`src/rtl/type_lookup_pkg.sv`:
```
// Shared geometry, rule record and config FSM encoding for the type lookup pipeline.
package type_lookup_pkg;

  function automatic int idx_w(input int n);
    return (n > 1) ? $clog2(n) : 1;
  endfunction

  localparam int TYPE_NUM         = 4;
  localparam int TYPE_WIDTH       = 16;
  localparam int KEY_FIELD_NUM    = 8;
  localparam int KEY_OFFSET_WIDTH = 6;
  localparam int META_CANDI_NUM   = 8;
  localparam int REP_OFFSET_WIDTH = 3;
  localparam int HEAD_SHIFT_WIDTH = 6;
  localparam int META_SHIFT_WIDTH = 6;

  localparam int TYPE_VEC_W  = TYPE_NUM * TYPE_WIDTH;
  localparam int KEY_ENTRY_W = KEY_OFFSET_WIDTH + 1;
  localparam int KEY_VEC_W   = KEY_FIELD_NUM * KEY_ENTRY_W;
  localparam int REP_ENTRY_W = REP_OFFSET_WIDTH + 1;
  localparam int REP_VEC_W   = META_CANDI_NUM * REP_ENTRY_W;
  localparam int MERGE_W     = idx_w(META_CANDI_NUM);
  localparam int MERGE_VEC_W = KEY_FIELD_NUM * MERGE_W;

  typedef struct packed {
    logic                        valid;
    logic [TYPE_VEC_W-1:0]       type_data;
    logic [TYPE_VEC_W-1:0]       type_mask;
    logic [KEY_VEC_W-1:0]        key_offset;
    logic [REP_VEC_W-1:0]        replace_offset;
    logic [HEAD_SHIFT_WIDTH-1:0] head_shift;
    logic [META_SHIFT_WIDTH-1:0] meta_shift;
  } rule_t;

  typedef enum logic [1:0] {
    CFG_IDLE  = 2'd0,
    CFG_DRAIN = 2'd1,
    CFG_WRITE = 2'd2
  } cfg_state_t;

  // Candidate j collects {valid bit, field index} of every key field merged into it.
  function automatic logic [REP_VEC_W-1:0] build_replace(
    input logic [KEY_VEC_W-1:0]   key_vec,
    input logic [MERGE_VEC_W-1:0] merge_vec
  );
    logic [REP_VEC_W-1:0] rep;
    rep = '0;
    for (int j = 0; j < META_CANDI_NUM; j++) begin
      for (int k = 0; k < KEY_FIELD_NUM; k++) begin
        if (int'(merge_vec[k*MERGE_W +: MERGE_W]) == j) begin
          rep[j*REP_ENTRY_W +: REP_ENTRY_W] = rep[j*REP_ENTRY_W +: REP_ENTRY_W]
            | {key_vec[k*KEY_ENTRY_W + KEY_OFFSET_WIDTH], REP_OFFSET_WIDTH'(k)};
        end
      end
    end
    return rep;
  endfunction

endpackage

```
`src/rtl/type_lookup_prio_enc.sv`:
```
// Lowest-index-wins encoder over the rule hit vector.
module type_lookup_prio_enc #(
  parameter int N  = 8,
  parameter int IW = 3
) (
  input  logic [N-1:0]  hit,
  output logic [N-1:0]  onehot,
  output logic [IW-1:0] idx,
  output logic          any
);

  always_comb begin
    onehot = '0;
    idx    = '0;
    any    = 1'b0;
    for (int i = N - 1; i >= 0; i--) begin
      if (hit[i]) begin
        onehot    = '0;
        onehot[i] = 1'b1;
        idx       = IW'(i);
        any       = 1'b1;
      end
    end
  end

endmodule

```
`src/rtl/type_lookup_pipe.sv`:
```
// Two-stage ternary type lookup with tagged valid/ready handshake, hit counters and
// a drain-then-commit rule write path.
module type_lookup_pipe
  import type_lookup_pkg::*;
#(
  parameter int RULE_NUM      = 8,
  parameter int TAG_WIDTH     = 8,
  parameter int CNT_WIDTH     = 32,
  parameter int PRIORITY_MODE = 1,
  localparam int IDX_W  = idx_w(RULE_NUM),
  localparam int CNT_AW = idx_w(RULE_NUM + 1)
) (
  input  logic                        i_clk,
  input  logic                        i_rst,
  input  logic                        i_req_valid,
  output logic                        o_req_ready,
  input  logic [TYPE_VEC_W-1:0]       i_req_type,
  input  logic [TAG_WIDTH-1:0]        i_req_tag,
  output logic                        o_rsp_valid,
  input  logic                        i_rsp_ready,
  output logic [TAG_WIDTH-1:0]        o_rsp_tag,
  output logic                        o_rsp_hit,
  output logic [IDX_W-1:0]            o_rsp_ruleIdx,
  output logic [KEY_VEC_W-1:0]        o_rsp_keyOffset,
  output logic [HEAD_SHIFT_WIDTH-1:0] o_rsp_headShift,
  output logic [META_SHIFT_WIDTH-1:0] o_rsp_metaShift,
  output logic [REP_VEC_W-1:0]        o_rsp_replaceOffset,
  input  logic                        i_cfg_wren,
  input  logic [IDX_W-1:0]            i_cfg_addr,
  input  logic                        i_cfg_valid,
  input  logic [TYPE_VEC_W-1:0]       i_cfg_typeData,
  input  logic [TYPE_VEC_W-1:0]       i_cfg_typeMask,
  input  logic [KEY_VEC_W-1:0]        i_cfg_keyOffset,
  input  logic [MERGE_VEC_W-1:0]      i_cfg_keyMergeOffset,
  input  logic [HEAD_SHIFT_WIDTH-1:0] i_cfg_headShift,
  input  logic [META_SHIFT_WIDTH-1:0] i_cfg_metaShift,
  output logic                        o_cfg_ack,
  input  logic                        i_cnt_clr,
  input  logic [CNT_AW-1:0]           i_cnt_rdAddr,
  output logic [CNT_WIDTH-1:0]        o_cnt_rdData,
  output cfg_state_t                  o_dbg_cfgState
);

  // Handshake: a beat transfers on a rising edge where valid & ready are both high;
  // valid never waits on ready, and a stalled response holds all its fields.
  rule_t                 rules [RULE_NUM];
  rule_t                 new_rule;
  cfg_state_t            cfg_state, cfg_next;
  logic [RULE_NUM-1:0]   hit_vec, s1_hit, s1_onehot, sel;
  logic [IDX_W-1:0]      enc_idx;
  logic                  enc_any, s1_valid, stall, req_fire, rsp_fire;
  logic [TAG_WIDTH-1:0]  s1_tag;
  logic [KEY_VEC_W-1:0]        key_mux;
  logic [HEAD_SHIFT_WIDTH-1:0] head_mux;
  logic [META_SHIFT_WIDTH-1:0] meta_mux;
  logic [REP_VEC_W-1:0]        rep_mux;
  logic [CNT_WIDTH-1:0]  cnt [RULE_NUM+1];
  int                    cnt_sel;

  assign stall          = o_rsp_valid & ~i_rsp_ready;
  assign o_req_ready    = ~stall & (cfg_state == CFG_IDLE) & ~i_cfg_wren;
  assign req_fire       = i_req_valid & o_req_ready;
  assign rsp_fire       = o_rsp_valid & i_rsp_ready;
  assign o_cfg_ack      = (cfg_state == CFG_WRITE) & ~i_rst;
  assign o_dbg_cfgState = cfg_state;

  always_comb begin
    hit_vec = '0;
    for (int i = 0; i < RULE_NUM; i++) begin
      hit_vec[i] = rules[i].valid;
      for (int j = 0; j < TYPE_NUM; j++) begin
        if ((rules[i].type_mask[j*TYPE_WIDTH +: TYPE_WIDTH] & i_req_type[j*TYPE_WIDTH +: TYPE_WIDTH])
            != rules[i].type_data[j*TYPE_WIDTH +: TYPE_WIDTH])
          hit_vec[i] = 1'b0;
      end
    end
  end

  type_lookup_prio_enc #(.N(RULE_NUM), .IW(IDX_W)) u_enc (
    .hit    (s1_hit),
    .onehot (s1_onehot),
    .idx    (enc_idx),
    .any    (enc_any)
  );

  // A miss leaves sel empty, so every payload field collapses to zero.
  always_comb begin
    sel      = (PRIORITY_MODE != 0) ? s1_onehot : s1_hit;
    key_mux  = '0;
    head_mux = '0;
    meta_mux = '0;
    rep_mux  = '0;
    for (int i = 0; i < RULE_NUM; i++) begin
      if (sel[i]) begin
        key_mux  = key_mux  | rules[i].key_offset;
        head_mux = head_mux | rules[i].head_shift;
        meta_mux = meta_mux | rules[i].meta_shift;
        rep_mux  = rep_mux  | rules[i].replace_offset;
      end
    end
  end

  always_ff @(posedge i_clk) begin
    if (i_rst) begin
      s1_valid            <= 1'b0;
      s1_tag              <= '0;
      s1_hit              <= '0;
      o_rsp_valid         <= 1'b0;
      o_rsp_tag           <= '0;
      o_rsp_hit           <= 1'b0;
      o_rsp_ruleIdx       <= '0;
      o_rsp_keyOffset     <= '0;
      o_rsp_headShift     <= '0;
      o_rsp_metaShift     <= '0;
      o_rsp_replaceOffset <= '0;
    end else if (!stall) begin
      s1_valid <= req_fire;
      if (req_fire) begin
        s1_tag <= i_req_tag;
        s1_hit <= hit_vec;
      end
      o_rsp_valid <= s1_valid;
      if (s1_valid) begin
        o_rsp_tag           <= s1_tag;
        o_rsp_hit           <= enc_any;
        o_rsp_ruleIdx       <= enc_idx;
        o_rsp_keyOffset     <= key_mux;
        o_rsp_headShift     <= head_mux;
        o_rsp_metaShift     <= meta_mux;
        o_rsp_replaceOffset <= rep_mux;
      end
    end
  end

  always_comb begin
    new_rule                = '0;
    new_rule.valid          = i_cfg_valid;
    new_rule.type_data      = i_cfg_typeData;
    new_rule.type_mask      = i_cfg_typeMask;
    new_rule.key_offset     = i_cfg_keyOffset;
    new_rule.replace_offset = build_replace(i_cfg_keyOffset, i_cfg_keyMergeOffset);
    new_rule.head_shift     = i_cfg_headShift;
    new_rule.meta_shift     = i_cfg_metaShift;
  end

  // New lookups are blocked from DRAIN onward, so the table only changes with S1/S2 empty.
  always_comb begin
    cfg_next = cfg_state;
    case (cfg_state)
      CFG_IDLE:  if (i_cfg_wren) cfg_next = CFG_DRAIN;
      CFG_DRAIN: if (!s1_valid && !o_rsp_valid) cfg_next = CFG_WRITE;
      CFG_WRITE: cfg_next = CFG_IDLE;
      default:   cfg_next = CFG_IDLE;
    endcase
  end

  always_ff @(posedge i_clk) begin
    if (i_rst) begin
      cfg_state <= CFG_IDLE;
      for (int i = 0; i < RULE_NUM; i++) rules[i] <= '0;
    end else begin
      cfg_state <= cfg_next;
      if (cfg_state == CFG_WRITE && int'(i_cfg_addr) < RULE_NUM)
        rules[i_cfg_addr] <= new_rule;
    end
  end

  assign cnt_sel = o_rsp_hit ? int'(o_rsp_ruleIdx) : RULE_NUM;

  always_ff @(posedge i_clk) begin
    if (i_rst) begin
      for (int i = 0; i <= RULE_NUM; i++) cnt[i] <= '0;
      o_cnt_rdData <= '0;
    end else begin
      for (int i = 0; i <= RULE_NUM; i++) begin
        if (i_cnt_clr)
          cnt[i] <= '0;
        else if (rsp_fire && i == cnt_sel && cnt[i] != '1)
          cnt[i] <= cnt[i] + CNT_WIDTH'(1);
      end
      o_cnt_rdData <= (int'(i_cnt_rdAddr) <= RULE_NUM) ? cnt[i_cnt_rdAddr] : '0;
    end
  end

endmodule

```
`config.mk`:
```
export PLATFORM = sky130hd
export DESIGN_NAME = type_lookup_pipe
export DESIGN_NICKNAME = d
export VERILOG_FILES = /design/src/rtl/type_lookup_pkg.sv /design/src/rtl/type_lookup_prio_enc.sv /design/src/rtl/type_lookup_pipe.sv
export SDC_FILE = /design/constraint.sdc
export NUM_CORES = 2
export LEC_CHECK = 0
export BUFFER_PORTS_ARGS = -buffer_cell sky130_fd_sc_hd__buf_4
export CAP_MARGIN = 20
export CORE_AREA = 3 3 435 437
export DETAILED_ROUTE_END_ITERATION = 12
export DIE_AREA = 0 0 438 440
export GPL_ROUTABILITY_DRIVEN = 0
export PLACE_DENSITY_LB_ADDON = 0.1
export SLEW_MARGIN = 20
export SYNTH_ARGS = -nofsm -noshare
export SYNTH_HDL_FRONTEND = slang
export SYNTH_SLANG_ARGS = --single-unit
export TNS_END_PERCENT = 30
```
`constraint.sdc`:
```
create_clock -name i_clk -period 15.3 [get_ports i_clk]
set_input_delay 1.53 -clock i_clk [delete_from_list [all_inputs] [get_ports i_clk]]
set_output_delay 1.53 -clock i_clk [all_outputs]
set_load 0.05 [all_outputs]
```
==> summary.txt <==
Outcome
  • Status: complete, no violations

Clocking
  • CTS Sinks: 2284
  • H-tree depth: 4
  • # resized after CTS: 0
  • Root Buffer: clkbuf_16
  • Skew-Pair Late Insertion Delay: 0.88 ns
  • Max clock buf depth: 3
  • CTS Hold Bufs: 0
  • CTS tree: done
  • TritonCTS Buffers: 228
  • Setup Fix Bufs, Post-CTS: 0
  • Clk slew on worst S/H paths: 0.07 ns

Power
  • Sequential share of power: 0.527
  • Max VDD drop: 102 uV
  • Sw Pwr: 3.22 mW
  • Clock share of power: 0.405
  • Gate power share: 0.069
  • Int Power: 10.4 mW
  • Leakage: 41.5 nW
  • Sw frac: 0.236
  • PwrDens: 118 nW/um^2

Final layout
  • Layout fillers: 14400
  • Final nets: 8765
  • Post-Layout Inst Area: 115000 sq um
  • Area delta synth->final: 13.0%
  • Share of layout cells above drive strength 1: 0.119
  • Final Util: 0.622

Worst setup path
  • Critical path data required time: 15.78 ns
  • Setup crit end kind: flop
  • Buf/Inv on CP: 4
  • Crit path max-delay cell type: buf_4
  • Max FO, Critical Path: 71
  • Critical path startpoint category: input pin
  • Most frequent CP cell: buf_4
  • WP data arrival: 5.57 ns
  • CP max stage delay: 0.86 ns
  • Top cell family by delay on the critical path: buffers and inverters
  • Cell-by-cell trace of the critical path: buf_4 -> nor3b_4 -> nand2b_1 -> or3_1 -> buf_4 -> nand2_4 -> buf_4 -> buf_4
  • Setup Crit Path Kind: input pin to flop

Routing
  • Vias: 68900
  • ANT nets after route: 0
  • DRC viols: 0
  • Vias per cell: 6.17
  • WL/cell: 29.0 microns
  • Final wirelength: 324 mm
  • 1st-iter DRT viols: 10000
  • Drt pass-1 iters: 6

Place
  • Pre-CTS worst setup slack: 9.33 ns
  • Final HPWL from detailed placement: 211 mm
  • Port bufs: 454
  • Dpl cell area: 108000 sq um

Floorplanning
  • Core area: 185000 sq um
  • I/O Pins: 455
  • Starting Density: 0.550
  • Die area: 193000 sq um
  • Chip Height: 440 microns
  • Die Wd: 438 microns
  • Row count: 158

STA
  • RSZ-0062 raised after global routing: no
  • Tmin final: 5.09 ns
  • Final worst slack: 10.21 ns
  • Max Slew Vio Count: 0
  • Worst Skew: 0.0318 ns
  • Final setup fails: 0
  • Final Hold Vio Count: 0
  • Final setup TNS: 0 ns
  • Tcrit/Tclk final: 0.333
  • Fmax: 0.196 GHz
  • Slew margin rel.: 0.170
  • Worst Tran Pin Value: 1.23 ns

Logic synthesis
  • Main flop type after synthesis: edfxtp_1
  • Post-Synthesis Net Count: 8426
  • Distinct cells, synth: 74
  • Post-synth EDFFs: 2120
  • Asr flop ratio synth: 0
  • Seq cells post-synth: 2284
  • Avg Cell Area, Syn: 12.6 sq um
  • Register area share after synthesis: 0.656
  • Syn Inst Count: 8111
  • Synthesized area: 102000 sq um
  • Yosys warns: 0

Flow run
  • Max-cap viol count: 0

GRT
  • Vias in the first global route: 64700
  • Tot GR Track Use: 0.331
  • Initial antenna violation count: 55
  • First-pass GRT wire length: 459 mm
  • Largest net degree at the start of global routing: 198
  • Gr ovfl total: 0

Hold path
  • Hold Crit Class: flop to flop
[layout by cell type, fill, tap and decap left out, types with 24 or more instances in the layout]
cell and instances:
edfxtp_1 2120, and2_1 1585, nand2_1 733, nor2_1 706, buf_4 575, xor2_1 365, xnor2_1 268, clkbuf_16 237
o21ai_0 220, a22oi_1 217, a221oi_1 187, dfxtp_1 162, a21oi_1 155, nand4_1 129, nand3_1 115, nor4_1 66
mux4_2 64, clkbuf_1 64, and3_1 54, nor3_1 50, clkinv_1 43, o22ai_1 41, inv_1 38, and4_1 32
clkbuf_8 32, clkinv_2 32, mux2i_1 31, diode_2 29, a221o_1 24
[per-stage QoR]
stage	instances	hold WS (ns)	power, mW
2_1_floorplan	8111	0.432	7.76
3_3_place_gp	10700	0.438	8.21
3_5_place_dp	10700	0.448	8.23
4_1_cts	11100	0.456	13.7
5_1_grt	11100	0.476	14.0
6_report	11200	0.444	13.6
[layout make-up]
type,count,area (sq um),area share
antenna,29,72.6,0.000629
clock buffer,333,6610,0.0573
clock inverter,96,711,0.00616
inverter,39,149,0.00129
multi-input combinational,5314,33300,0.289
sequential,2284,67000,0.581
tap,2480,3100,0.0269
timing repair buffer,583,4440,0.0385
[power groups by stage]
stage	Clock (mW)	Sequential (mW)	Combinational (mW)
2_1_floorplan	0	7.38	0.380
3_3_place_gp	0	7.30	0.910
3_5_place_dp	0	7.31	0.918
4_1_cts	5.55	7.18	0.922
5_1_grt	5.80	7.20	0.968
6_report	5.52	7.18	0.936
[worst reg2reg max path, stage by stage, from the launching register on]
cell      delay [ns]
dfxtp_1         0.43
nor3b_4         0.37
nand2b_1        0.29
or3_1           0.38
buf_4           0.27
nand2_4         0.66
buf_4           0.81
buf_4           0.93
[cell usage after synthesis (129+ instances only)]
master / instances / area share
a21oi_1: 155 / 0.0076
a221oi_1: 187 / 0.016
a22oi_1: 217 / 0.016
and2_1: 1587 / 0.097
clkbuf_1: 389 / 0.014
dfxtp_1: 164 / 0.032
edfxtp_1: 2120 / 0.62
nand2_1: 742 / 0.027
nand4_1: 129 / 0.0079
nor2_1: 712 / 0.026
o21ai_0: 220 / 0.011
xnor2_1: 268 / 0.023
xor2_1: 365 / 0.031
[registers in the layout, indices dropped and copies added (netlist names)]
name                 flops
s1_valid                 1
rules                 1832
o_rsp_replaceOffset     32
cnt                    288
o_rsp_keyOffset         56
o_rsp_hit                1
s1_tag                   8
o_rsp_tag                8
o_rsp_headShift          6
o_rsp_valid              1
o_rsp_metaShift          6
o_cnt_rdData            32
o_dbg_cfgState           2
s1_hit                   8
o_rsp_ruleIdx            3
[cell families after synthesis]
logic type	after synthesis	share of synthesized area
AO/OA/AOI/OAI	967	0.0651
XOR/XNOR	633	0.0543
adder cells (fa/ha/maj)	9	0.00110
buffers and inverters	513	0.0205
flip-flops	2284	0.656
multiplexers	95	0.0172
AND/OR/NAND/NOR	3610	0.186
[final timing paths]
| path | depth (start not counted) | end | startpoint | slack [ns] |
|---|---|---|---|---|
| setup / recovery | 8 | rules[0][216]$_SDFFCE_PN0P_ | i_rst | 10.21 |
| hold / removal | 2 | o_rsp_tag[3]$_SDFFE_PP0P_ | s1_tag[3]$_SDFFE_PP0P_ | 0.44 |
| setup reg to reg | 7 | rules[0][216]$_SDFFCE_PN0P_ | o_dbg_cfgState[1]$_SDFFE_PP0P_ | 10.70 |
| hold reg to reg | 2 | o_rsp_tag[3]$_SDFFE_PP0P_ | s1_tag[3]$_SDFFE_PP0P_ | 0.44 |
[metal layers]
metal | global-route usage | wire [microns] | up-vias
li1 | - | - | 29900
met5 | 0 | 0 | -
met2 | 0.508 | 148000 | 4057
met1 | 0.455 | 123000 | 34300
met4 | 0.171 | 18300 | 0
met3 | 0.0608 | 34500 | 692
(Power assumes the default switching activity.)
